### config.mk
export PLATFORM = sky130hd
export DESIGN_NAME = tx_mod
export DESIGN_NICKNAME = d
export VERILOG_FILES = /design/src/rtl/tx_mod_pkg.sv /design/src/rtl/tx_mod_prbs9.sv /design/src/rtl/tx_mod.sv
export SDC_FILE = /design/constraint.sdc
export NUM_CORES = 1
export LEC_CHECK = 0
export CAP_MARGIN = 25
export CORE_AREA = 2 2 157 121
export CTS_BUF_LIST = sky130_fd_sc_hd__clkbuf_4
export DETAILED_ROUTE_END_ITERATION = 12
export DIE_AREA = 0 0 159 123
export PLACE_DENSITY_LB_ADDON = 0.12
export RECOVER_POWER = 50
export SYNTH_ARGS = -nofsm -noshare
export SYNTH_HDL_FRONTEND = slang
export SYNTH_SLANG_ARGS = --single-unit
### constraint.sdc
create_clock -name clk -period 8.5 [get_ports clk]
set_input_delay 2.125 -clock clk [delete_from_list [all_inputs] [get_ports clk]]
set_output_delay 2.125 -clock clk [all_outputs]
set_load 0.01 [all_outputs]
### src/rtl/tx_mod_pkg.sv
// Shared constants for the BPSK link: oversampling, RRC taps (also used by the receive filter), PRBS9 setup.
package tx_mod_pkg;
  localparam int OS        = 4;
  localparam int LENGTH    = 24;
  localparam int NSYM      = LENGTH / OS;
  localparam int COEF_BITS = 8;
  localparam int IDX_W     = $clog2(LENGTH);

  typedef logic signed [COEF_BITS-1:0] coef_t;

  localparam coef_t COEF [0:LENGTH-1] = '{
    8'h00, 8'hfe, 8'hff, 8'h00, 8'h02, 8'h00, 8'hfb, 8'hf5,
    8'hf9, 8'h0a, 8'h25, 8'h3e, 8'h48, 8'h3e, 8'h25, 8'h0a,
    8'hf9, 8'hf5, 8'hfb, 8'h00, 8'h02, 8'h00, 8'hff, 8'hfe
  };

  // x^9 + x^5 + 1, shifted left, output taken from the MSB
  localparam int                  PRBS_LEN    = 9;
  localparam int                  PRBS_TAP_HI = 8;
  localparam int                  PRBS_TAP_LO = 4;
  localparam logic [PRBS_LEN-1:0] PRBS_SEED   = 9'h1AA;

  function automatic coef_t coef_at(input logic [IDX_W-1:0] idx);
    return COEF[idx];
  endfunction
endpackage

### src/rtl/tx_mod_prbs9.sv
// PRBS9 bit source for the transmitter; o_bit is valid now, i_step advances it one bit per clock.
module prbs9_gen
  import tx_mod_pkg::*;
(
  input  logic clk,
  input  logic rst,
  input  logic i_step,
  output logic o_bit
);
  logic [PRBS_LEN-1:0] s;

  always_ff @(posedge clk or negedge rst) begin
    if (!rst) begin
      s <= PRBS_SEED;
    end else if (i_step) begin
      s <= {s[PRBS_LEN-2:0], s[PRBS_TAP_HI] ^ s[PRBS_TAP_LO]};
    end
  end

  assign o_bit = s[PRBS_TAP_HI];
endmodule

### src/rtl/tx_mod.sv
// BPSK polyphase RRC pulse shaper, 2 enabled edges from bit to its first sample; i_enable low freezes all state.
// Build option TX_PRBS_EN: bits come from an internal PRBS9 instead of i_bit.
module tx_mod
  import tx_mod_pkg::*;
#(
  parameter int OUT_BITS  = 12,
  parameter int COEF_BITS = tx_mod_pkg::COEF_BITS,
  parameter int LENGTH    = tx_mod_pkg::LENGTH,
  parameter int OS        = tx_mod_pkg::OS
) (
  input  logic                clk,
  input  logic                rst,
  input  logic                i_enable,
  input  logic                i_bit,
  output logic                o_bit_req,
  output logic [OUT_BITS-1:0] o_tx,
  output logic [1:0]          o_phase,
  output logic                o_valid
);
  localparam int NS = LENGTH / OS;
  localparam int PW = $clog2(OS);
  localparam int SW = COEF_BITS + 3;

  logic [PW-1:0] phase_cnt;
  logic [PW-1:0] ph_q;
  logic [NS-1:0] sym;
  logic [NS-1:0] sym_vld;
  logic          bit_in;

  assign o_bit_req = i_enable & (phase_cnt == '0);

`ifdef TX_PRBS_EN
  logic unused_i_bit;
  assign unused_i_bit = i_bit;

  prbs9_gen u_prbs (
    .clk    (clk),
    .rst    (rst),
    .i_step (o_bit_req),
    .o_bit  (bit_in)
  );
`else
  assign bit_in = i_bit;
`endif

  always_ff @(posedge clk or negedge rst) begin
    if (!rst) begin
      phase_cnt <= '0;
      ph_q      <= '0;
      sym       <= '0;
      sym_vld   <= '0;
    end else if (i_enable) begin
      phase_cnt <= (phase_cnt == PW'(OS - 1)) ? '0 : phase_cnt + 1'b1;
      ph_q      <= phase_cnt;
      if (phase_cnt == '0) begin
        sym     <= {sym[NS-2:0], bit_in};
        sym_vld <= {sym_vld[NS-2:0], 1'b1};
      end
    end
  end

  // Empty symbol slots contribute nothing, so start-up ramps in cleanly.
  logic signed [SW-1:0] acc;
  logic signed [SW-1:0] tap;
  coef_t                c;

  always_comb begin
    acc = '0;
    tap = '0;
    c   = '0;
    for (int k = 0; k < NS; k++) begin
      c   = coef_at(IDX_W'(int'(ph_q) + OS * k));
      tap = {{(SW - COEF_BITS){c[COEF_BITS-1]}}, c};
      if (sym_vld[k]) begin
        acc = sym[k] ? acc + tap : acc - tap;
      end
    end
  end

  always_ff @(posedge clk or negedge rst) begin
    if (!rst) begin
      o_tx    <= '0;
      o_phase <= '0;
      o_valid <= 1'b0;
    end else begin
      o_valid <= i_enable;
      if (i_enable) begin
        o_tx    <= {{(OUT_BITS - SW){acc[SW-1]}}, acc};
        o_phase <= ph_q;
      end
    end
  end
endmodule

==> impl_metrics.py, run 1 <==
metrics = {
    "grt": {
        "grt_overflow": 0,
        "grt_pass1_wl_mm": 20.5,
        "antenna_found_initial": 0,
        "use_met1": 0.206,
        "use_met3": 0.0114,
        "busiest_layer": "met1",
        "grt_max_degree": 34,
        "grt_pass1_vias": 3668,
        "use_met2": 0.193,
        "grt_usage": 0.131,
    },
    "synthesis": {
        "synthArstFlopShare": 1.00,
        "yosys_register_bits": 30,
        "synth-edff-count": 0,
        "yosysUniqueCellTypes": 66,
        "ys_seq_area_frac": 0.177,
        "syn_inst": 509,
        "syn_area_per_cell_um2": 8.35,
        "synth_ff_type": "dfrtp_1",
        "yosysWarnings": 0,
        "syn_nets": 573,
        "syn_area_um2": 4250,
    },
    "finish": {
        "layout.nets": 583,
        "final_cell_mix": "ha_1 (53), nand2_1 (50), nor2_1 (43)",
        "stdcell_count": 767,
        "num_antenna_cells": 0,
        "finish.utilization": 0.264,
        "fill_cells": 2000,
        "area_growth_pct": 12.3,
        "drive_gt1_frac": 0.115,
        "final_common_cell": "ha_1",
    },
    "critical_path": {
        "worst_path_most_repeated_cell": "ha_1",
        "cp_data_arrival_time_ns": 8.16,
        "crit_buf_inv": 1,
        "cpPeakStageDelay_ns": 0.47,
        "cp_data_required_time_ns": 8.73,
        "slowest_stage": "dfrtp_2",
        "cp-end-kind": "flop",
        "path_class": "reg2reg",
        "worst_setup_path_start_kind": "flop",
        "path_delay_family": "compound AO/OA/AOI/OAI gates",
        "crit_fanout": 8,
    },
    "die": {
        "die_w_um": 159,
        "pin_count": 20,
        "initial_core_util": 0.235,
        "core-area_um2": 18100,
        "die_height_um": 123,
        "rows": 43,
        "die-area_um2": 19600,
    },
    "sta": {
        "tightestPinTransition_ns": 1.72,
        "fmax_ghz": 0.126,
        "setup_viol": 0,
        "worst_clock_skew_ns": 0.00424,
        "drv_slew": 31,
        "hold_violations": 0,
        "fin_crit_sh": 0.932,
        "period_needed_ns": 7.92,
        "max-slew-margin-rel": -0.144,
    },
    "placed_design": {
        "dp_cells": 759,
        "place.gp.congestion": 0.786,
        "dp_hpwl_mm": 9.92,
        "portBuffers": 19,
    },
    "drt": {
        "dr.pass1.iters": 4,
        "drt_iter0_markers": 224,
        "vias": 3657,
        "drt_drc_violations_left": 0,
        "ant_nets": 0,
        "wirelength_mm": 12.3,
        "via_per_inst": 4.77,
        "wl_per_cell_um": 16.0,
    },
    "clocking": {
        "cts-root-buf": "clkbuf_4",
        "cts_setup_buffers": 0,
        "clock_latency_ns": 0.34,
        "holdBufCountCts": 0,
        "clk_pin_slew_worst_paths_ns": 0.10,
        "htree_levels": 2,
        "clock_sinks": 30,
        "clockBufferDepth": 2,
        "numCtsBuffers": 5,
        "cts_tree": "yes",
    },
    "hold_path": {
        "hold_path_class": "reg2reg",
    },
    "job": {
        "max_cap_viol_count": 1,
    },
    "status": {
        "violations": "max-capacitance violations, max-slew violations",
        "run_status": "finished, violations left",
    },
}
registers in the layout (all words and copies together), names as in the netlist:
name,flops
ph_q,2
o_phase,2
o_tx,11
sym_vld,6
o_valid,1
phase_cnt,2
sym,6
path summary, 6_finish.rpt:
| path | slack, ns | endpoint | start | depth (start not counted) |
|---|---|---|---|---|
| setup / recovery | 0.58 | o_tx[10]$_DFFE_PN0P_ | ph_q[0]$_DFFE_PN0P_ | 31 |
| hold / removal | 0.55 | o_tx[0]$_DFFE_PN0P_ | o_tx[0]$_DFFE_PN0P_ | 2 |
| setup reg to reg | 0.58 | o_tx[10]$_DFFE_PN0P_ | ph_q[0]$_DFFE_PN0P_ | 31 |
| hold reg to reg | 0.55 | o_tx[0]$_DFFE_PN0P_ | o_tx[0]$_DFFE_PN0P_ | 2 |
| max in group asynchronous | 4.63 | ph_q[0]$_DFFE_PN0P_ | rst | 2 |
| min in group asynchronous | 2.75 | o_tx[9]$_DFFE_PN0P_ | rst | 2 |
synthesized netlist by cell type (all sizes together), types with 7 or more instances:
library cell  count  area share
ha               55        0.16
nand2            50       0.044
nor2             43       0.038
a21oi            36       0.046
inv              31       0.027
dfrtp            30        0.18
xnor2            30       0.062
mux2             26       0.072
o21ai            24       0.028
a21o             13       0.023
clkbuf           13       0.012
nor3             13       0.015
mux2i            12       0.028
xor2             12       0.025
nand3            11       0.013
o21a             10       0.018
buf               9       0.016
o211ai            8       0.014
o31ai             7       0.014
area by class of cell:
cell class                 instances  area, µm²  area share
clock buffer                       7       52.6      0.0110
clock inverter                     1       30.0     0.00629
multi-input combinational        424       3270       0.686
timing repair buffer              26        235      0.0493
sequential                        30        752       0.158
tap                              247        309      0.0648
inverter                          32        120      0.0252
per-stage QoR:
step	hold slack [ns]	TNS, ns	setup WS [ns]	area [µm²]
5_1_grt	0.574	-0.00281	-0.00281	4770
6_report	0.547	0	0.575	4770
3_3_place_gp	0.508	0	0.250	4670
4_1_cts	0.549	0	0.120	4750
3_5_place_dp	0.514	0	0.196	4670
2_1_floorplan	0.475	0	0.903	4250
layer usage:
metal  routed length, µm  up-vias  part of all wire
met4                 155        0             0.013
li1                    -     1850                 -
met3                 372       13             0.030
met5                   0        -                 0
met2                4710       69              0.38
met1                7060     1725              0.57
cell families (layout without fill, tap and decap cells):
group,Yosys count,after routing,synth area share
simple gates,144,144,0.153
compound gates,138,138,0.228
fa+ha+maj,60,60,0.186
buf+inv,55,66,0.0583
xor+xnor,44,44,0.0972
mux,38,38,0.101
flops,30,30,0.177
worst min-delay path, stage by stage (launching register included):
cell     delay (ns)
dfrtp_1        0.39
nor2_1         0.08
a21oi_1        0.05
timing repair:
action,in CTS,in global routing
setup endpoints to repair,0,2
gates resized for setup,0,8
hold endpoints to repair,0,0
Power of run 1 is left out: the tool's default activity adds up to more than one toggle a clock period on the data nets, which glitch-free logic cannot reach.
==> run 2: changes to the inputs <==
- HOLD_SLACK_MARGIN: not set -> 0.06
==> results of run 2 <==
The final DEF is identical to that of run 1; final timing and power are the same.
Power of run 2 is left out for the same reason.
